--- config.mk ---
export PLATFORM = sky130hd
export DESIGN_NAME = cpu_debug_ctrl_flat
export DESIGN_NICKNAME = d
export VERILOG_FILES = /design/src/rtl/cpu_debug_ctrl_pkg.sv /design/src/rtl/cpu_debug_ctrl_if.sv /design/src/rtl/cpu_debug_ctrl_bp_match.sv /design/src/rtl/cpu_debug_ctrl.sv /design/src/flat_wrapper.sv
export SDC_FILE = /design/constraint.sdc
export NUM_CORES = 1
export LEC_CHECK = 0
export BUFFER_PORTS_ARGS = -buffer_cell sky130_fd_sc_hd__buf_4
export CAP_MARGIN = 30
export CORE_ASPECT_RATIO = 0.8
export CORE_UTILIZATION = 60
export CTS_CLUSTER_SIZE = 20
export DETAILED_ROUTE_END_ITERATION = 16
export HOLD_SLACK_MARGIN = 0.08
export PLACE_DENSITY = 0.89
export SLEW_MARGIN = 20
export SYNTH_ARGS = -nofsm -noshare
export SYNTH_HDL_FRONTEND = slang
export SYNTH_SLANG_ARGS = --single-unit
--- constraint.sdc ---
create_clock -name clk -period 3.2 [get_ports clk]
set_clock_uncertainty 0.1 [all_clocks]
set_input_delay 0.32 -clock clk [delete_from_list [all_inputs] [get_ports clk]]
set_output_delay 0.32 -clock clk [all_outputs]
set_load 0.01 [all_outputs]
--- src/rtl/cpu_debug_ctrl_pkg.sv ---
`default_nettype none
// ============================================================================
//  Module      : cpu_debug_pkg
//  Description : Shared constants for the CPU debug controller: FSM state
//                encoding, halt-cause codes and register-window offsets.
//  Revision    : 1.0 - initial release
// ============================================================================
package cpu_debug_pkg;

  // Controller states
  localparam logic [2:0] RUN        = 3'd0;
  localparam logic [2:0] STOP       = 3'd1;
  localparam logic [2:0] STEP_ARMED = 3'd2;
  localparam logic [2:0] STEPPING   = 3'd3;
  localparam logic [2:0] RESET_WAIT = 3'd4;

  // Halt-cause codes reported in STATUS and on halt_cause
  localparam logic [1:0] CAUSE_NONE   = 2'd0;
  localparam logic [1:0] CAUSE_BUTTON = 2'd1;
  localparam logic [1:0] CAUSE_STEP   = 2'd2;
  localparam logic [1:0] CAUSE_BP     = 2'd3;

  // Register offsets inside the monitor window
  localparam logic [7:0] REG_STATUS    = 8'd0;
  localparam logic [7:0] REG_STEPS_LO  = 8'd1;
  localparam logic [7:0] REG_STEPS_HI  = 8'd2;
  localparam logic [7:0] REG_BP_EN     = 8'd3;
  localparam logic [7:0] REG_TRACE_SEL = 8'd4;
  localparam logic [7:0] REG_TRACE_LO  = 8'd5;
  localparam logic [7:0] REG_TRACE_HI  = 8'd6;
  localparam logic [7:0] REG_BP0       = 8'd8;

  // STATUS byte layout: {stopped, cause[1:0], 0, bp_idx[3:0]}
  function automatic logic [7:0] status_byte(input logic stopped,
                                             input logic [1:0] cause,
                                             input logic [3:0] idx);
    return {stopped, cause, 1'b0, idx};
  endfunction

endpackage
`default_nettype wire

--- src/rtl/cpu_debug_ctrl_if.sv ---
`default_nettype none
// ============================================================================
//  Module      : cpu_debug_ctrl_if
//  Description : Byte-wide monitor register-window bus. The monitor side is
//                the master; the debug controller is the slave.
//  Revision    : 1.0 - initial release
// ============================================================================
interface cpu_debug_ctrl_if;
  logic [7:0] A;
  logic       write;
  logic [7:0] Din;
  logic [7:0] Dout;
  logic       win_hit;

  modport master (output A, output write, output Din, input Dout, input win_hit);
  modport slave  (input A, input write, input Din, output Dout, output win_hit);
endinterface
`default_nettype wire

--- src/rtl/cpu_debug_ctrl_bp_match.sv ---
`default_nettype none
// ============================================================================
//  Module      : bp_match
//  Description : NUM_BP address comparators gated by an enable mask, with a
//                priority encoder returning the lowest matching index.
//                Purely combinational.
//  Revision    : 1.0 - initial release
// ============================================================================
module bp_match #(
  parameter int ADDR_W = 16,
  parameter int NUM_BP = 4
) (
  input  logic [ADDR_W-1:0]             addr_i,
  input  logic [NUM_BP-1:0][ADDR_W-1:0] bp_addr_i,
  input  logic [NUM_BP-1:0]             en_i,
  output logic                          hit_o,
  output logic [3:0]                    idx_o
);

  logic [NUM_BP-1:0] w_match;

  genvar gk;
  generate
    for (gk = 0; gk < NUM_BP; gk++) begin : g_cmp
      assign w_match[gk] = en_i[gk] && (bp_addr_i[gk] == addr_i);
    end
  endgenerate

  // Scan from the top down so the lowest matching comparator wins
  always_comb begin
    hit_o = 1'b0;
    idx_o = 4'd0;
    for (int k = NUM_BP - 1; k >= 0; k--) begin
      if (w_match[k]) begin
        hit_o = 1'b1;
        idx_o = 4'(k);
      end
    end
  end

endmodule
`default_nettype wire

--- src/rtl/cpu_debug_ctrl.sv ---
`default_nettype none
// ============================================================================
//  Module      : cpu_debug_ctrl
//  Description : Front-panel debug controller for a 6502-class CPU:
//                run/halt, counted stepping, NUM_BP address breakpoints,
//                halt-cause report and NMI pulse generation, with a
//                byte-wide monitor register window.
//  Options     : CPU_DEBUG_TRACE_EN - adds a TRACE_DEPTH-entry ring of
//                opcode-fetch addresses readable through offsets 4-6.
//  Revision    : 1.0 - initial release
// ============================================================================
module cpu_debug_ctrl
  import cpu_debug_pkg::*;
#(
  parameter int         ADDR_W      = 16,
  parameter int         NUM_BP      = 4,
  parameter logic [7:0] WIN_BASE    = 8'hC0,
  parameter int         NMI_LEN     = 8,
  parameter int         TRACE_DEPTH = 8
) (
  input  logic              clk,
  input  logic              rst_n,
  cpu_debug_ctrl_if.slave   mon,
  input  logic [ADDR_W-1:0] cpu_addr,
  input  logic              sync,
  input  logic              b_step,
  input  logic              b_runhalt,
  input  logic              b_reset,
  output logic              nmiN,
  output logic              stopped,
  output logic [1:0]        halt_cause
);

  localparam logic [9:0]  c_win_lo    = {2'b00, WIN_BASE};
  localparam logic [9:0]  c_win_hi    = c_win_lo + 10'(8 + 2 * NUM_BP);
  localparam logic [15:0] c_addr_mask = 16'((32'd1 << ADDR_W) - 32'd1);
  localparam int          c_nmi_w     = $clog2(NMI_LEN + 1);
  localparam logic [c_nmi_w-1:0] c_nmi_load = c_nmi_w'(NMI_LEN);

  // ---------------------------------------------------------------- state
  logic [2:0]               state_q, state_d;
  logic [1:0]               cause_q, cause_d;
  logic [3:0]               idx_q, idx_d;
  logic                     suppress_q, suppress_d;
  logic [16:0]              cnt_q, cnt_d;
  logic                     sync_q;
  logic [c_nmi_w-1:0]       nmi_cnt_q;
  logic [15:0]              steps_q;
  logic [NUM_BP-1:0]        bp_en_q;
  logic [NUM_BP-1:0][15:0]  bp_q;
  logic [7:0]               dout_q;

  // ---------------------------------------------------------------- wires
  logic                          w_rise;
  logic                          w_win_hit;
  logic [7:0]                    w_off;
  logic                          w_wr;
  logic                          w_go;
  logic                          w_clr;
  logic                          w_halt;
  logic                          w_bp_hit;
  logic                          w_match_hit;
  logic [3:0]                    w_match_idx;
  logic [15:0]                   w_steps_eff;
  logic [7:0]                    w_rdata;
  logic [NUM_BP-1:0][ADDR_W-1:0] w_bp_cmp;

  assign w_rise      = sync & ~sync_q;
  assign w_win_hit   = ({2'b00, mon.A} >= c_win_lo) && ({2'b00, mon.A} < c_win_hi);
  assign w_off       = mon.A - WIN_BASE;
  assign w_wr        = mon.write & w_win_hit;
  assign w_go        = w_wr && (w_off == REG_STATUS) && mon.Din[0];
  assign w_clr       = w_wr && (w_off == REG_STATUS) && mon.Din[1];
  assign w_steps_eff = (steps_q == 16'd0) ? 16'd1 : steps_q;
  assign w_bp_hit    = w_rise & ~suppress_q & w_match_hit;

  assign mon.win_hit = w_win_hit;
  assign mon.Dout    = dout_q;

  genvar gk;
  generate
    for (gk = 0; gk < NUM_BP; gk++) begin : g_bp_cmp
      assign w_bp_cmp[gk] = bp_q[gk][ADDR_W-1:0];
    end
  endgenerate

  bp_match #(
    .ADDR_W (ADDR_W),
    .NUM_BP (NUM_BP)
  ) u_bp_match (
    .addr_i    (cpu_addr),
    .bp_addr_i (w_bp_cmp),
    .en_i      (bp_en_q),
    .hit_o     (w_match_hit),
    .idx_o     (w_match_idx)
  );

`ifdef CPU_DEBUG_TRACE_EN
  localparam int c_tr_w = $clog2(TRACE_DEPTH);

  logic [TRACE_DEPTH-1:0][ADDR_W-1:0] trace_q;
  logic [c_tr_w-1:0]                  tr_wptr_q;
  logic [7:0]                         tr_sel_q;
  logic [c_tr_w-1:0]                  w_tr_idx;
  logic [15:0]                        w_tr_data;

  // Newest entry sits just behind the write pointer; selection counts back
  assign w_tr_idx  = tr_wptr_q - c_tr_w'(1) - tr_sel_q[c_tr_w-1:0];
  assign w_tr_data = 16'(trace_q[w_tr_idx]);

  // Record fetch addresses while the CPU runs user code (not in the monitor)
  always_ff @(posedge clk or negedge rst_n) begin
    if (!rst_n) begin
      trace_q   <= '0;
      tr_wptr_q <= '0;
      tr_sel_q  <= 8'd0;
    end else begin
      if (w_rise && (state_q != STOP)) begin
        trace_q[tr_wptr_q] <= cpu_addr;
        tr_wptr_q          <= tr_wptr_q + c_tr_w'(1);
      end
      if (w_wr && (w_off == REG_TRACE_SEL)) begin
        tr_sel_q <= mon.Din;
      end
    end
  end
`endif

  // Opcode-fetch edge detector
  always_ff @(posedge clk or negedge rst_n) begin
    if (!rst_n) begin
      sync_q <= 1'b0;
    end else begin
      sync_q <= sync;
    end
  end

  // FSM state register plus the step counter and suppress flag it owns
  always_ff @(posedge clk or negedge rst_n) begin
    if (!rst_n) begin
      state_q    <= RUN;
      cause_q    <= CAUSE_NONE;
      idx_q      <= 4'd0;
      suppress_q <= 1'b0;
      cnt_q      <= 17'd0;
    end else begin
      state_q    <= state_d;
      cause_q    <= cause_d;
      idx_q      <= idx_d;
      suppress_q <= suppress_d;
      cnt_q      <= cnt_d;
    end
  end

  // FSM next-state logic; a halt also requests an NMI pulse
  always_comb begin
    state_d    = state_q;
    cause_d    = cause_q;
    idx_d      = idx_q;
    suppress_d = w_rise ? 1'b0 : suppress_q;
    cnt_d      = cnt_q;
    w_halt     = 1'b0;
    case (state_q)
      RUN: begin
        if (w_bp_hit) begin
          state_d = STOP;
          w_halt  = 1'b1;
          cause_d = CAUSE_BP;
          idx_d   = w_match_idx;
        end else if (b_step || b_runhalt) begin
          state_d = STOP;
          w_halt  = 1'b1;
          cause_d = CAUSE_BUTTON;
        end
      end
      STOP: begin
        if (b_reset) begin
          state_d = RESET_WAIT;
        end else if (b_runhalt) begin
          state_d    = RUN;
          suppress_d = 1'b1;
        end else if (b_step) begin
          state_d = STEP_ARMED;
        end
      end
      STEP_ARMED: begin
        if (b_reset) begin
          state_d = RUN;
        end else if (w_go) begin
          state_d    = STEPPING;
          cnt_d      = 17'd0;
          suppress_d = 1'b1;
        end
      end
      STEPPING: begin
        if (b_reset) begin
          state_d = RUN;
        end else if (w_bp_hit) begin
          state_d = STOP;
          w_halt  = 1'b1;
          cause_d = CAUSE_BP;
          idx_d   = w_match_idx;
        end else if (w_rise && (cnt_q == {1'b0, w_steps_eff})) begin
          // First rise is the RTI return fetch, so STEPS+1 rises end the step
          state_d = STOP;
          w_halt  = 1'b1;
          cause_d = CAUSE_STEP;
        end else if (w_rise && (cnt_q != 17'h1FFFF)) begin
          cnt_d = cnt_q + 17'd1;
        end
      end
      RESET_WAIT: begin
        if (b_reset) begin
          state_d = RUN;
        end else if (w_rise) begin
          state_d = STOP;
          w_halt  = 1'b1;
          cause_d = CAUSE_BUTTON;
        end
      end
      default: begin
        state_d = RUN;
      end
    endcase
    // A fresh halt cause takes precedence over a monitor clear
    if (!w_halt && w_clr) begin
      cause_d = CAUSE_NONE;
      idx_d   = 4'd0;
    end
  end

  // FSM outputs
  always_comb begin
    stopped    = (state_q == STOP);
    halt_cause = cause_q;
    nmiN       = (nmi_cnt_q == '0);
  end

  // NMI pulse: load on a request only when idle, so a pulse is never extended
  always_ff @(posedge clk or negedge rst_n) begin
    if (!rst_n) begin
      nmi_cnt_q <= '0;
    end else if (w_halt && (nmi_cnt_q == '0)) begin
      nmi_cnt_q <= c_nmi_load;
    end else if (nmi_cnt_q != '0) begin
      nmi_cnt_q <= nmi_cnt_q - c_nmi_w'(1);
    end
  end

  // Monitor-writable configuration: step count, enables and breakpoints
  always_ff @(posedge clk or negedge rst_n) begin
    if (!rst_n) begin
      steps_q <= 16'd1;
      bp_en_q <= '0;
      bp_q    <= '0;
    end else if (w_wr) begin
      if (w_off == REG_STEPS_LO) steps_q[7:0]  <= mon.Din;
      if (w_off == REG_STEPS_HI) steps_q[15:8] <= mon.Din;
      if (w_off == REG_BP_EN)    bp_en_q       <= mon.Din[NUM_BP-1:0];
      for (int k = 0; k < NUM_BP; k++) begin
        if (w_off == 8'(REG_BP0 + 8'(2 * k)))
          bp_q[k][7:0]  <= mon.Din & c_addr_mask[7:0];
        if (w_off == 8'(REG_BP0 + 8'(2 * k + 1)))
          bp_q[k][15:8] <= mon.Din & c_addr_mask[15:8];
      end
    end
  end

  // Read mux; unmapped offsets return zero
  always_comb begin
    w_rdata = 8'h00;
    if (w_win_hit) begin
      case (w_off)
        REG_STATUS:    w_rdata = status_byte(state_q == STOP, cause_q, idx_q);
        REG_STEPS_LO:  w_rdata = steps_q[7:0];
        REG_STEPS_HI:  w_rdata = steps_q[15:8];
        REG_BP_EN:     w_rdata = 8'(bp_en_q);
`ifdef CPU_DEBUG_TRACE_EN
        REG_TRACE_SEL: w_rdata = tr_sel_q;
        REG_TRACE_LO:  w_rdata = w_tr_data[7:0];
        REG_TRACE_HI:  w_rdata = w_tr_data[15:8];
`endif
        default:       w_rdata = 8'h00;
      endcase
      for (int k = 0; k < NUM_BP; k++) begin
        if (w_off == 8'(REG_BP0 + 8'(2 * k)))     w_rdata = bp_q[k][7:0];
        if (w_off == 8'(REG_BP0 + 8'(2 * k + 1))) w_rdata = bp_q[k][15:8];
      end
    end
  end

  // Registered read data, one cycle behind the address
  always_ff @(posedge clk or negedge rst_n) begin
    if (!rst_n) begin
      dout_q <= 8'h00;
    end else begin
      dout_q <= w_rdata;
    end
  end

endmodule
`default_nettype wire

--- src/flat_wrapper.sv ---
// flat-port wrapper written by rule: the top's interface ports become plain ports
module cpu_debug_ctrl_flat import cpu_debug_pkg::*;
#(
  parameter int         ADDR_W      = 16,
  parameter int         NUM_BP      = 4,
  parameter logic [7:0] WIN_BASE    = 8'hC0,
  parameter int         NMI_LEN     = 8,
  parameter int         TRACE_DEPTH = 8
)
  (clk, rst_n, cpu_addr, sync, b_step, b_runhalt, b_reset, nmiN, stopped, halt_cause, mon_A, mon_write, mon_Din, mon_Dout, mon_win_hit);
  cpu_debug_ctrl_if mon_i ();
  input  logic clk;
  input  logic rst_n;
  input  logic [ADDR_W-1:0] cpu_addr;
  input  logic sync;
  input  logic b_step;
  input  logic b_runhalt;
  input  logic b_reset;
  output logic nmiN;
  output logic stopped;
  output logic [1:0] halt_cause;
  input wire logic [$bits(mon_i.A)-1:0] mon_A;
  input wire logic [$bits(mon_i.write)-1:0] mon_write;
  input wire logic [$bits(mon_i.Din)-1:0] mon_Din;
  output wire logic [$bits(mon_i.Dout)-1:0] mon_Dout;
  output wire logic [$bits(mon_i.win_hit)-1:0] mon_win_hit;
  assign mon_i.A = mon_A;
  assign mon_i.write = mon_write;
  assign mon_i.Din = mon_Din;
  assign mon_Dout = mon_i.Dout;
  assign mon_win_hit = mon_i.win_hit;
  cpu_debug_ctrl #(.ADDR_W(ADDR_W), .NUM_BP(NUM_BP), .WIN_BASE(WIN_BASE), .NMI_LEN(NMI_LEN), .TRACE_DEPTH(TRACE_DEPTH)) u_core (.clk(clk), .rst_n(rst_n), .mon(mon_i), .cpu_addr(cpu_addr), .sync(sync), .b_step(b_step), .b_runhalt(b_runhalt), .b_reset(b_reset), .nmiN(nmiN), .stopped(stopped), .halt_cause(halt_cause));
endmodule
==> impl_metrics.ini <==
[floorplan]
die_h_um = 99.6
core-area_mm2 = 0.0116
die_x_um = 124
dieArea_mm2 = 0.0124
rows = 35
io_pins = 52
initial_core_util_pct = 61.8

[cells_and_area]
antenna_cells = 0
utilization_pct = 71.3
seq_area_mm2 = 0.00305
postLayoutCellArea_mm2 = 0.00824
drive_gt1_share_pct = 25.7
fill_cells = 791
nNetsFinal = 788
area_growth_pct = 15.3
multi_input_area_mm2 = 0.00389

[synthesis]
syn_area_per_cell_um2 = 10.2
synth_seq_cells = 122
synthTopCellsByArea = dfrtp_1 (42%), mux2_2 (14%), xor2_1 (7.5%)
syn_inst = 700
synth_top_area_share_pct = 42.4
synth_edf_count = 0
synth_warnings = 0
synth_ff_type = dfrtp_1
synth_area_mm2 = 0.00715
synth-async-reset-ratio_pct = 100
yosysSeqAreaShare_pct = 42.7
synth_nets = 742
yosysTopAreaCell = dfrtp_1
synth.distinct_cells = 60

[sta]
fin_crit_ns = 3.02
timing.fmax_mhz = 331
slew_headroom_pct = 40.4
setup_violations = 0
slew_violations = 0
setup_tns_ns = 0
period_share_pct = 94.4
hold_viol_final = 0
rsz0062_at_grt = no
worst_pin_slew_ns = 0.895

[setup_path]
end_kind = register
required_ns = 3.40
crit_top_cell = and3_1
cp-startpoint = u_core.cnt_q[8]
critPathTopFamily = simple AND/OR/NAND/NOR gates
worstPathMaxFanout = 17
cpPeakStageDelay_ns = 0.43
cp_slowest_cell = dfrtp_1
reg2reg_depth = 10
r2r_slack_ns = 0.18
critPathArrivalTime_ns = 3.22
setup.worst_path.class = reg2reg
endpoint = u_core.cnt_q[1]
cp-start-kind = register
crit_chain = and3_1, and3_1, nand3_1, nor2_1, and4_1, ha_1, nor4_1, o221ai_2, o21ai_2, mux2_2
r2r-start = u_core.cnt_q[8]
reg2reg_to = u_core.cnt_q[1]
cp_num_cells = 10
path_buf_inv = 0

[power_and_ir_drop]
power_density_mw_per_mm2 = 527
ir_drop_v = 0.000408
p_leak_nw = 3.93

[route]
drt_iter0_markers = 881
antenna_left = 0
viasPerCell = 6.72
wl_um = 20700
wl_per_cell_um = 22.9
drt_pass1_iterations = 7
vias = 6097
remaining_drc_errors = 0

[run]
maxCapViolCount = 0

[cts]
clk_pin_slew_ns = 0.06
htree_levels = 4
clock_path_buffers = 2
insertion_delay_ns = 0.42
root_buffer = clkbuf_16
cts_sinks = 122
cts_resized = 0
cts_buffers = 17
cts_tree = done

[run_status]
status = complete, no violations

[placed_design]
dp_hpwl_um = 14800
gp_congestion = 1.04
port_buffers = 51
detailed_place.area_mm2 = 0.00763

[global_routing]
antenna_found_initial = 0
gr-total-overflow = 0
grt_first_pass_wirelength_um = 32300
grt_usage_pct = 35.6
grt_max_degree = 75
grt_pass1_vias = 5886

[min_path]
hold_path_class = in2reg
power by group:
part	switching, W	internal [W]	leakage, nW
Combinational	0.000402	0.000310	1.98
Sequential	0.000144	0.00165	1.67
Clock	0.000762	0.00108	0.279
Total	0.00131	0.00304	3.93
cells in the final DEF, fill, tap and decap left out, types with 11 or more instances in the layout:
cell type / n
dfrtp_1: 121
mux2_2: 91
xor2_1: 61
buf_4: 57
nand2_1: 52
nor2_1: 31
a21oi_1: 26
nand3_1: 24
nor4_1: 24
nor3_1: 23
o21ai_0: 23
mux2i_1: 23
nand2b_1: 19
xnor2_1: 19
clkbuf_16: 17
inv_1: 13
and3_1: 11
worst min path at each step:
stage	startpoint	end	slack, ns	depth (start not counted)
2_1_floorplan	rst_n	u_core.bp_en_q[0]	-0.08	0
3_3_place_gp	rst_n	u_core.bp_q[39]	0.26	1
3_5_place_dp	rst_n	u_core.bp_q[39]	0.27	1
4_1_cts	mon_Din[4]	u_core.bp_q[52]	0.12	2
5_1_grt	mon_Din[3]	u_core.bp_q[51]	0.13	2
6_report	mon_Din[4]	u_core.bp_q[52]	0.13	2
sequential cells by signal, indices dropped and copies added, names as in the netlist:
name / count
u_core.bp_q: 64
u_core.cnt_q: 17
u_core.nmi_cnt_q: 4
u_core.state_q: 3
u_core.halt_cause: 2
u_core.mon.Dout: 8
u_core.suppress_q: 1
u_core.bp_en_q: 4
u_core.idx_q: 2
u_core.steps_q: 16
u_core.sync_q: 1
routing by layer:
layer	routed length, um	share of wire [%]	up-vias	GRT usage [%]
li1	-	-	2627	-
met4	408	2.0	0	12.0
met1	8540	41	2974	49.7
met3	2670	13	47	13.9
met2	9110	44	449	50.2
met5	0	0	-	0
logic make-up after synthesis:
family                   count (synthesis)  synth area share, %
AND/OR/NAND/NOR                        226                 16.5
flip-flops                             122                 42.7
multiplexers                           114                 17.6
AO/OA/AOI/OAI                          106                 10.1
XOR/XNOR                                80                 9.80
buffers and inverters                   49                 2.80
adder cells (fa/ha/maj)                  3                0.525
stage by stage:
step / hold WS [ns] / total power, W / instances / setup slack, ns
6_report: 0.126 / 0.00435 / 907 / 0.180
5_1_grt: 0.130 / 0.00450 / 907 / 0.0352
4_1_cts: 0.122 / 0.00434 / 907 / 0.235
3_5_place_dp: 0.275 / 0.00249 / 871 / 0.271
3_3_place_gp: 0.263 / 0.00245 / 871 / 0.434
2_1_floorplan: -0.0756 / 0.00223 / 700 / 0.599
timing repair:
item | CTS | global route
endpoints found under the hold margin | 51 | 0
buffers inserted | 0 | 0
hold buffers | 4 | 0
Yosys cell counts (all sizes together) (3+ instances only):
cell      n
and3     11
a21oi    26
o31ai     4
o21ai    24
nor3     23
or4       6
and2      6
nand2b   19
dfrtp   121
ha        3
nand3    24
xnor2    19
nand2    52
nand4    10
inv      13
buf      11
a31oi     5
o221ai    4
nor4     24
nor2b     8
and4      3
clkbuf   24
or2       4
mux2i    23
nor2     31
xor2     61
o22ai     7
a22oi     7
mux2     91
final cells by class:
type | count | area share, %
clock buffers | 17 | 5.16
clock inverters | 15 | 1.70
inverters | 14 | 0.638
multi-input cells | 529 | 47.3
flip-flops and latches | 122 | 37.1
well taps | 148 | 2.25
repair buffers | 62 | 5.92
(Power assumes the default switching activity.)
